--- config.mk ---
export PLATFORM = sky130hd
export DESIGN_NAME = sub_clause_evaluator
export DESIGN_NICKNAME = d
export VERILOG_FILES = /design/src/rtl/sub_clause_evaluator.sv
export SDC_FILE = /design/constraint.sdc
export NUM_CORES = 1
export LEC_CHECK = 0
export BUFFER_PORTS_ARGS = -buffer_cell sky130_fd_sc_hd__buf_4
export CAP_MARGIN = 20
export CORE_MARGIN = 5
export CORE_UTILIZATION = 39
export CTS_BUF_LIST = sky130_fd_sc_hd__clkbuf_8
export DETAILED_ROUTE_END_ITERATION = 8
export GPL_TIMING_DRIVEN = 0
export PLACE_DENSITY = 0.82
export SLEW_MARGIN = 20
export SYNTH_ARGS = -nofsm -noshare
export SYNTH_HDL_FRONTEND = slang
export SYNTH_SLANG_ARGS = --single-unit
export TNS_END_PERCENT = 10
--- constraint.sdc ---
create_clock -name clock -period 0.8 [get_ports clock]
set_clock_uncertainty 0.05 [all_clocks]
set_input_delay 0.16 -clock clock [delete_from_list [all_inputs] [get_ports clock]]
set_output_delay 0.16 -clock clock [all_outputs]
set_load 0.02 [all_outputs]
--- src/rtl/sub_clause_evaluator.sv ---
// ----------------------------------------------------------------------------
// sub_clause_evaluator
//
// Purpose:
//   Evaluates one sub-clause (a fixed group of up to VAR_PER_CLAUSE literal
//   slots of a CNF clause) against the current partial assignment. It reports
//   whether the sub-clause is unit and, if so, which variable is implied and
//   the value it must take. Results are registered (one-cycle latency), a new
//   vector is accepted every cycle and there is no backpressure.
//
// Ports:
//   clock            in   system clock, rising edge
//   reset_n          in   asynchronous active-low reset
//   in_valid         in   input vector valid this cycle
//   unassign         in   [VPC]      slot i variable is unassigned
//   clause_mask      in   [VPC]      slot i holds a real literal
//   clause_pole      in   [VPC]      literal polarity (1 = negated literal)
//   val              in   [VPC]      value of slot i variable (when assigned)
//   variable         in   [VPC][MVB] variable index per slot, packed
//   out_valid        out  registered in_valid
//   unit_clause      out  sub-clause is unit
//   implied_variable out  [MVB] variable to imply (0 when not unit)
//   new_val          out  value to assign to implied_variable (0 when not unit)
//
// Optional feature (macro SUB_CLAUSE_STATUS_EN):
//   satisfied        out  at least one masked literal is true
//   conflict         out  no true literal, no free slot, mask non-empty
// ----------------------------------------------------------------------------

`ifndef VAR_PER_CLAUSE
`define VAR_PER_CLAUSE 5
`endif
`ifndef MAX_VARS_BITS
`define MAX_VARS_BITS 8
`endif

module sub_clause_evaluator #(
    parameter int VAR_PER_CLAUSE = `VAR_PER_CLAUSE,
    parameter int MAX_VARS_BITS  = `MAX_VARS_BITS
) (
    input  logic                                         clock,
    input  logic                                         reset_n,
    input  logic                                         in_valid,
    input  logic [VAR_PER_CLAUSE-1:0]                    unassign,
    input  logic [VAR_PER_CLAUSE-1:0]                    clause_mask,
    input  logic [VAR_PER_CLAUSE-1:0]                    clause_pole,
    input  logic [VAR_PER_CLAUSE-1:0]                    val,
    input  logic [VAR_PER_CLAUSE-1:0][MAX_VARS_BITS-1:0] variable,
    output logic                                         out_valid,
    output logic                                         unit_clause,
    output logic [MAX_VARS_BITS-1:0]                     implied_variable,
`ifdef SUB_CLAUSE_STATUS_EN
    output logic                                         new_val,
    output logic                                         satisfied,
    output logic                                         conflict
`else
    output logic                                         new_val
`endif
);

    localparam int CNT_W = $clog2(VAR_PER_CLAUSE + 1);

    logic [VAR_PER_CLAUSE-1:0] free_vec;
    logic [VAR_PER_CLAUSE-1:0] true_vec;
    logic                      sat;
    logic [CNT_W-1:0]          nfree;
    logic [MAX_VARS_BITS-1:0]  sel_var;
    logic                      sel_pole;

    logic                      unit_next;
    logic [MAX_VARS_BITS-1:0]  implied_next;
    logic                      new_val_next;

    logic                      out_valid_reg;
    logic                      unit_reg;
    logic [MAX_VARS_BITS-1:0]  implied_reg;
    logic                      new_val_reg;

    // Per-slot classification; empty slots are forced out of both vectors so
    // their unassign/val/pole bits can never influence the result.
    generate
        for (genvar gi = 0; gi < VAR_PER_CLAUSE; gi++) begin : g_slot
            assign free_vec[gi] = clause_mask[gi] & unassign[gi];
            assign true_vec[gi] = clause_mask[gi] & ~unassign[gi]
                                  & (val[gi] ^ clause_pole[gi]);
        end
    endgenerate

    assign sat = |true_vec;

    // Count free slots and OR together the index/polarity of every free slot.
    // The OR only matters when exactly one slot is free, where it reduces to
    // a plain select of that slot, so no priority encoder is needed.
    always_comb begin
        nfree    = '0;
        sel_var  = '0;
        sel_pole = 1'b0;
        for (int i = 0; i < VAR_PER_CLAUSE; i++) begin
            nfree = nfree + CNT_W'(free_vec[i]);
            if (free_vec[i]) begin
                sel_var  = sel_var | variable[i];
                sel_pole = sel_pole | clause_pole[i];
            end
        end
    end

    always_comb begin
        unit_next    = ~sat && (nfree == CNT_W'(1));
        implied_next = unit_next ? sel_var : '0;
        new_val_next = unit_next & ~sel_pole;
    end

    always_ff @(posedge clock or negedge reset_n) begin
        if (!reset_n) begin
            out_valid_reg <= 1'b0;
            unit_reg      <= 1'b0;
            implied_reg   <= '0;
            new_val_reg   <= 1'b0;
        end else begin
            out_valid_reg <= in_valid;
            if (in_valid) begin
                unit_reg    <= unit_next;
                implied_reg <= implied_next;
                new_val_reg <= new_val_next;
            end
        end
    end

    assign out_valid        = out_valid_reg;
    assign unit_clause      = unit_reg;
    assign implied_variable = implied_reg;
    assign new_val          = new_val_reg;

`ifdef SUB_CLAUSE_STATUS_EN
    logic satisfied_reg;
    logic conflict_reg;
    logic conflict_next;

    // An empty sub-clause has no literals at all, so it is not a conflict.
    assign conflict_next = ~sat && (nfree == '0) && (|clause_mask);

    always_ff @(posedge clock or negedge reset_n) begin
        if (!reset_n) begin
            satisfied_reg <= 1'b0;
            conflict_reg  <= 1'b0;
        end else if (in_valid) begin
            satisfied_reg <= sat;
            conflict_reg  <= conflict_next;
        end
    end

    assign satisfied = satisfied_reg;
    assign conflict  = conflict_reg;
`endif

endmodule

-- After elaboration in Yosys (flattened, before gate mapping)
Cells that the tools add are included.
Widths: inputs -> output; s select.
- register bits: 11
- latch bits: 0
- bits in writable memories: 0
- ROM bits: 0
- input port bits: 63
- logic and storage cells: 58
- memories: 0
- add/subtract/negate cells: 4
- multipliers: 0
- divide/modulo/power cells: 0
- $lt $le $gt $ge: 0
- eq/ne operators: 1
- shift operators: 0
- multiplexer cells: 11
- bitwise operators: 36
- reductions and logical operators: 2
- operator list (cell ; count):
    $mux 8 ; 6
    $or 8x8->8 ; 4
    $and 1x1->1 ; 16
    $not 1->1 ; 7
    $add 3x1->3 ; 2
    $mux 1 ; 5
    $reduce_or 5->1 ; 1
    $xor 1x1->1 ; 5
    $or 1x1->1 ; 4
    $add 2x1->3 ; 1
    $eq 3x1->1 const B ; 1
    $add 1x1->2 ; 1
    $logic_and 1x1->1 ; 1

-- Longest topological paths before layout
- depth after elaboration: 12
- mapped depth: 11
- gate-level depth less buffers: 10

-- Worst setup path after synthesis
No wires, ideal clock.
- kind: input-to-reg
- start: input port clause_mask[0]
- end: register implied_reg[0], in the netlist implied_variable[0]
- setup time: 0.083 ns
- arrival time: 2.771 ns
- path slack: -2.104 ns
- cell stages on the path: 11
- buffers on the path: 1
- cell sequence: and2_1 clkbuf_1 fa_1 inv_1 fa_1 inv_1 ha_1 or4b_1 a31oi_2 nand4_4 o22ai_1
- cells in the longest elaborated chain, start to end: 11
- elaborated cells between the ends (all ways): 21
- ends and longest elaborated chain (what ; line ; RTL):
    from (decl) ; 45 ; input logic [VAR_PER_CLAUSE-1:0] clause_mask,
    parallel branches: the longest is 10 deep, another holds $add 2x1->3 ; - ;
    $mux 8 * ; 109 ; implied_next = unit_next ? sel_var : '0;
    to (signal assigned) ; 123 ; implied_reg <= implied_next;
    to (decl) ; 76 ; logic [MAX_VARS_BITS-1:0] implied_reg;
Every way passes the cells marked *.
A chain may end at the register's enable or synchronous reset.

-- Final worst setup path
- start: input port unassign[3]
- end: register implied_reg[1], in the netlist implied_variable[1]
- cells in the longest elaborated chain, start to end: 7
- elaborated cells between the ends (all ways): 14
- ends and longest elaborated chain (what ; line ; RTL):
    from (decl) ; 44 ; input logic [VAR_PER_CLAUSE-1:0] unassign,
    parallel branches: the longest is 6 deep, another holds $add 3x1->3 ; - ;
    $mux 8 * ; 109 ;
Marks and branches as above.

==> report_table.html <==
<table>
<tr><th>Metric</th><th>Value</th></tr>
<tr><th colspan="2">Timing</th></tr>
<tr><td>Total negative setup slack</td><td>-20860 ps</td></tr>
<tr><td>Portion of the clock cycle consumed by the worst path in the final layout</td><td>3.40</td></tr>
<tr><td>Worst relative slew slack</td><td>0.577</td></tr>
<tr><td>Minimum clock period</td><td>2720 ps</td></tr>
<tr><td>Unrepaired setup endpoints after global routing</td><td>true</td></tr>
<tr><td>Final count of negative-setup-slack endpoints</td><td>21</td></tr>
<tr><td>Worst setup margin</td><td>-1920 ps</td></tr>
<tr><td>Hold violation total from the final report</td><td>0</td></tr>
<tr><td>Worst Max-Slew Pin Slew</td><td>635 ps</td></tr>
<tr><td>Peak clock frequency supported by timing</td><td>between 300 and 400 MHz</td></tr>
<tr><td>Final Max Slew Viols</td><td>0</td></tr>
<tr><th colspan="2">Setup path</th></tr>
<tr><td>RR Startpoint</td><td>implied_variable[1]$_DFFE_PN0P_</td></tr>
<tr><td>Cells traversed along the worst timing path</td><td>buf_4, and2_4, fa_1, inv_2, fa_2, inv_2, ha_4, or4b_4, a31oi_4, nand4_4, o22ai_2</td></tr>
<tr><td>Setup slack on the worst flop-to-flop path</td><td>-20 ps</td></tr>
<tr><td>Worst endpoint data arrival time</td><td>2820 ps</td></tr>
<tr><td>Critical path fanouts, max</td><td>10</td></tr>
<tr><td>Endpoint of the worst-slack reg-to-reg timing path</td><td>implied_variable[1]$_DFFE_PN0P_</td></tr>
<tr><td>Launch point of the worst path</td><td>unassign[3]</td></tr>
<tr><td>Critical Path Sink</td><td>implied_variable[1]$_DFFE_PN0P_</td></tr>
<tr><td>Register-to-Register Path Depth</td><td>2</td></tr>
<tr><td>Nature of the critical path endpoint</td><td>flip-flop</td></tr>
<tr><td>Cell seen most often among critical-path stages</td><td>sky130_fd_sc_hd__inv_2</td></tr>
<tr><td>Cell with the biggest individual delay on the critical path</td><td>sky130_fd_sc_hd__or4b_4</td></tr>
<tr><td>Critical path launch point type</td><td>input port</td></tr>
<tr><td>Slowest Stage Delay on Critical Path</td><td>550 ps</td></tr>
<tr><td>Req. time, crit path</td><td>910 ps</td></tr>
<tr><td>Category of the critical setup timing path</td><td>input port to flip-flop</td></tr>
<tr><th colspan="2">Layout</th></tr>
<tr><td>Flip-flop count of the largest register after layout</td><td>8</td></tr>
<tr><td>Count of inserted antenna diode cells</td><td>0</td></tr>
<tr><td>Post-layout nets</td><td>245</td></tr>
<tr><td>Layout overhead on the synthesized area</td><td>95.4%</td></tr>
<tr><td>Share of final-layout standard cells stronger than drive strength 1</td><td>0.596</td></tr>
<tr><th colspan="2">Worst hold path</th></tr>
<tr><td>Count of cells along the worst hold path</td><td>1</td></tr>
<tr><td>Min-Delay Path Class</td><td>input port to flip-flop</td></tr>
<tr><th colspan="2">Clocking</th></tr>
<tr><td>Clock Latency Late Sink</td><td>240 ps</td></tr>
<tr><td>CTS clk-pin slew, worst paths</td><td>approximately 60 ps</td></tr>
<tr><td>H-Tree Depth</td><td>1</td></tr>
<tr><td>Clock Root Buffer</td><td>sky130_fd_sc_hd__clkbuf_8</td></tr>
<tr><td>Inserted Clock Buffers</td><td>3</td></tr>
<tr><td>Max Buffers Root-to-Sink</td><td>2</td></tr>
<tr><td>TritonCTS clock tree</td><td>yes</td></tr>
<tr><td>Clock net sink count</td><td>11</td></tr>
<tr><th colspan="2">Global routing</th></tr>
<tr><td>Met1 Use GR</td><td>0.257</td></tr>
<tr><td>Met3 Usage GRT</td><td>0.0550</td></tr>
<tr><td>Largest net degree at the start of global routing</td><td>12</td></tr>
<tr><td>First-pass GRT wire length</td><td>5650 um</td></tr>
<tr><td>Global-route track usage on met2</td><td>0.389</td></tr>
<tr><td>Number of antenna violations at the first check in global routing</td><td>0</td></tr>
<tr><td>Vias in the first global route</td><td>1249</td></tr>
<tr><td>Global-route congestion overflow total</td><td>0</td></tr>
<tr><td>Overall routing resource usage</td><td>0.229</td></tr>
<tr><td>Highest-utilization routing layer at the global route stage</td><td>met2</td></tr>
<tr><th colspan="2">Run status</th></tr>
<tr><td>Result of the run</td><td>finished with violations</td></tr>
<tr><td>Failing checks</td><td>setup timing</td></tr>
<tr><th colspan="2">Logic synthesis</th></tr>
<tr><td>Synthesized netlist net count</td><td>roughly 160</td></tr>
<tr><td>Yosys top cell by area</td><td>sky130_fd_sc_hd__dfrtp_1</td></tr>
<tr><td>Mean Syn Cell Area</td><td>~8.7 um^2</td></tr>
<tr><td>Primary flip-flop cell chosen by synthesis mapping</td><td>sky130_fd_sc_hd__dfrtp_1</td></tr>
<tr><td>Sequential area share after synthesis</td><td>0.324</td></tr>
<tr><td>Dominant cells by area after synthesis</td><td>sky130_fd_sc_hd__dfrtp_1, sky130_fd_sc_hd__a222oi_1, sky130_fd_sc_hd__nand2_1, sky130_fd_sc_hd__and3_2, sky130_fd_sc_hd__inv_1</td></tr>
<tr><td>Share of flip-flops with an asynchronous set or reset</td><td>1.00</td></tr>
<tr><td>Number of flops mapped to enable cells by yosys</td><td>0</td></tr>
<tr><td>Post-synth design cell area</td><td>848 um^2</td></tr>
<tr><td>Number of register bits inferred by synthesis</td><td>11</td></tr>
<tr><td>Post-synthesis instance total</td><td>98</td></tr>
<tr><td>Share of the synthesized area in the top cell type</td><td>0.324</td></tr>
<tr><td>Number of library cell types mapped by synthesis</td><td>20</td></tr>
<tr><td>Synth warnings</td><td>0</td></tr>
<tr><th colspan="2">Floorplanning</th></tr>
<tr><td>Y dimension of the die</td><td>between 50 and 60 um</td></tr>
<tr><td>Die outline width</td><td>56.6 um</td></tr>
<tr><td>Std-Cell Core Area</td><td>0.00202 mm^2</td></tr>
<tr><td>Site Rows</td><td>16</td></tr>
<tr><td>Number of top-level pins</td><td>74</td></tr>
<tr><td>Die area</td><td>0.00321 mm^2</td></tr>
<tr><td>Starting density of the core</td><td>0.420</td></tr>
<tr><th colspan="2">Power</th></tr>
<tr><td>Worst-case vdd ir drop</td><td>0.00121 V</td></tr>
<tr><td>Leak pwr</td><td>0.801 nW</td></tr>
<tr><td>Power per unit of standard cell area</td><td>1340 mW/mm^2</td></tr>
<tr><th colspan="2">Place</th></tr>
<tr><td>Port Buffer Count</td><td>73</td></tr>
<tr><td>Total half-perimeter wirelength after legalization and detailed placement</td><td>2510 um</td></tr>
<tr><td>Worst setup timing slack at the placement stage</td><td>-2220 ps</td></tr>
<tr><td>Gpl congestion</td><td>0.770</td></tr>
<tr><th colspan="2">Detailed routing</th></tr>
<tr><td>Iteration count of the initial detailed-routing pass</td><td>7</td></tr>
<tr><td>Number of antenna-violating nets in the routed design</td><td>0</td></tr>
<tr><td>WL per Instance</td><td>~18 um</td></tr>
<tr><td># DRC</td><td>0</td></tr>
<tr><td>Final wirelength</td><td>around 3700 um</td></tr>
<tr><td>Vias</td><td>1131</td></tr>
<tr><td>Vias per inst</td><td>roughly 5.5</td></tr>
<tr><td>Violation count after the first detailed-route iteration</td><td>71</td></tr>
<tr><th colspan="2">Run</th></tr>
<tr><td># Max-Cap Violations</td><td>0</td></tr>
</table>
## worst max-delay path: cells and delay by family
| kind | cells | cell delay, ps |
|---|---|---|
| buffers and inverters | 3 | 230 |
| AOI/OAI and AO/OA | 2 | 460 |
| and+or+nand+nor | 3 | 950 |
| adders and majority gates | 3 | 1030 |
## area by class of cell
class | count | area (um^2)
Timing Repair Buffer | 78 | 644
Inverter | 16 | 60.1
Multi-Input combinational cell | 66 | 583
Clock buffer | 3 | 41.3
Sequential cell | 11 | 275
Clock inverter | 1 | 3.75
Fill cell | 127 | 364
Buffer | 3 | 16.3
Tap cell | 27 | 33.8
## synth_stat cells, drive strengths merged (2+ instances only)
library cell / instances
and2: 5
dfrtp: 11
nand3b: 2
xor2: 5
nand2: 17
inv: 16
clkbuf: 5
a222oi: 9
and3: 8
fa: 2
o22ai: 9
## what timing repair did
action	in CTS	in global routing
pin swaps	4	7
gates resized for setup	26	5
gates cloned	1	0
setup buffers	2	2
endpoints found under the setup margin	21	21
hold buffers	1	0
endpoints found under the hold margin	11	0
## report_power, final
group	leakage (nW)	total, W	internal (W)	switching, W
sequential	0.148	0.000672	0.000621	0.0000511
clock	0.0269	0.000569	0.000338	0.000231
combinational	0.626	0.000981	0.000540	0.000441
## logic make-up after synthesis
group,count (synthesis),synth area share
AOI/OAI and AO/OA,22,0.212
xor gates and xnor gates,5,0.0516
adders and majority gates,3,0.0619
buffers and inverters,22,0.103
DFF,11,0.324
and+or+nand+nor,35,0.246
## routing by layer
metal / wire (um) / share of wire / vias to the layer above
li1: - / - / 514
met1: 1360 / 0.37 / 525
met2: 1880 / 0.51 / 81
met3: 332 / 0.090 / 11
met4: 116 / 0.031 / 0
met5: 0 / 0 / -
## how the worst min path moves through the flow
stage	startpoint	to	slack (ps)
after floorplan	reset_n	implied_variable[0]$_DFFE_PN0P_	-190
after global placement	reset_n	implied_variable[2]$_DFFE_PN0P_	-50
after detailed placement	reset_n	implied_variable[0]$_DFFE_PN0P_	-50
after CTS	in_valid	out_valid$_DFF_PN0_	3
after global routing	in_valid	out_valid$_DFF_PN0_	3
final	in_valid	out_valid$_DFF_PN0_	5
## through the flow
stage	hold slack (ps)	instances	instance area (um^2)	total power (W)	util
floorplan	-186	98	875	0.00103	-
global placement	-52.9	198	1460	0.00144	0.720
detailed placement	-51.0	198	1460	0.00147	0.720
CTS	2.93	204	1640	0.00215	0.810
global route	3.22	205	1660	0.00232	0.820
finish	5.35	205	1660	0.00222	0.820
## layout by cell type (no fill, tap or decap), types with 2 or more instances in the layout
cell	count
sky130_fd_sc_hd__and2_1	2
sky130_fd_sc_hd__xor2_1	5
sky130_fd_sc_hd__and2_4	3
sky130_fd_sc_hd__nand2_1	17
sky130_fd_sc_hd__buf_6	15
sky130_fd_sc_hd__nand4_4	2
sky130_fd_sc_hd__o22ai_2	6
sky130_fd_sc_hd__clkbuf_1	2
sky130_fd_sc_hd__dfrtp_1	11
sky130_fd_sc_hd__nand3b_1	2
sky130_fd_sc_hd__o22ai_1	3
sky130_fd_sc_hd__inv_1	15
sky130_fd_sc_hd__clkbuf_8	3
sky130_fd_sc_hd__inv_2	2
sky130_fd_sc_hd__buf_4	62
sky130_fd_sc_hd__and3_2	8
sky130_fd_sc_hd__a222oi_1	9
(Power assumes the default switching activity.)
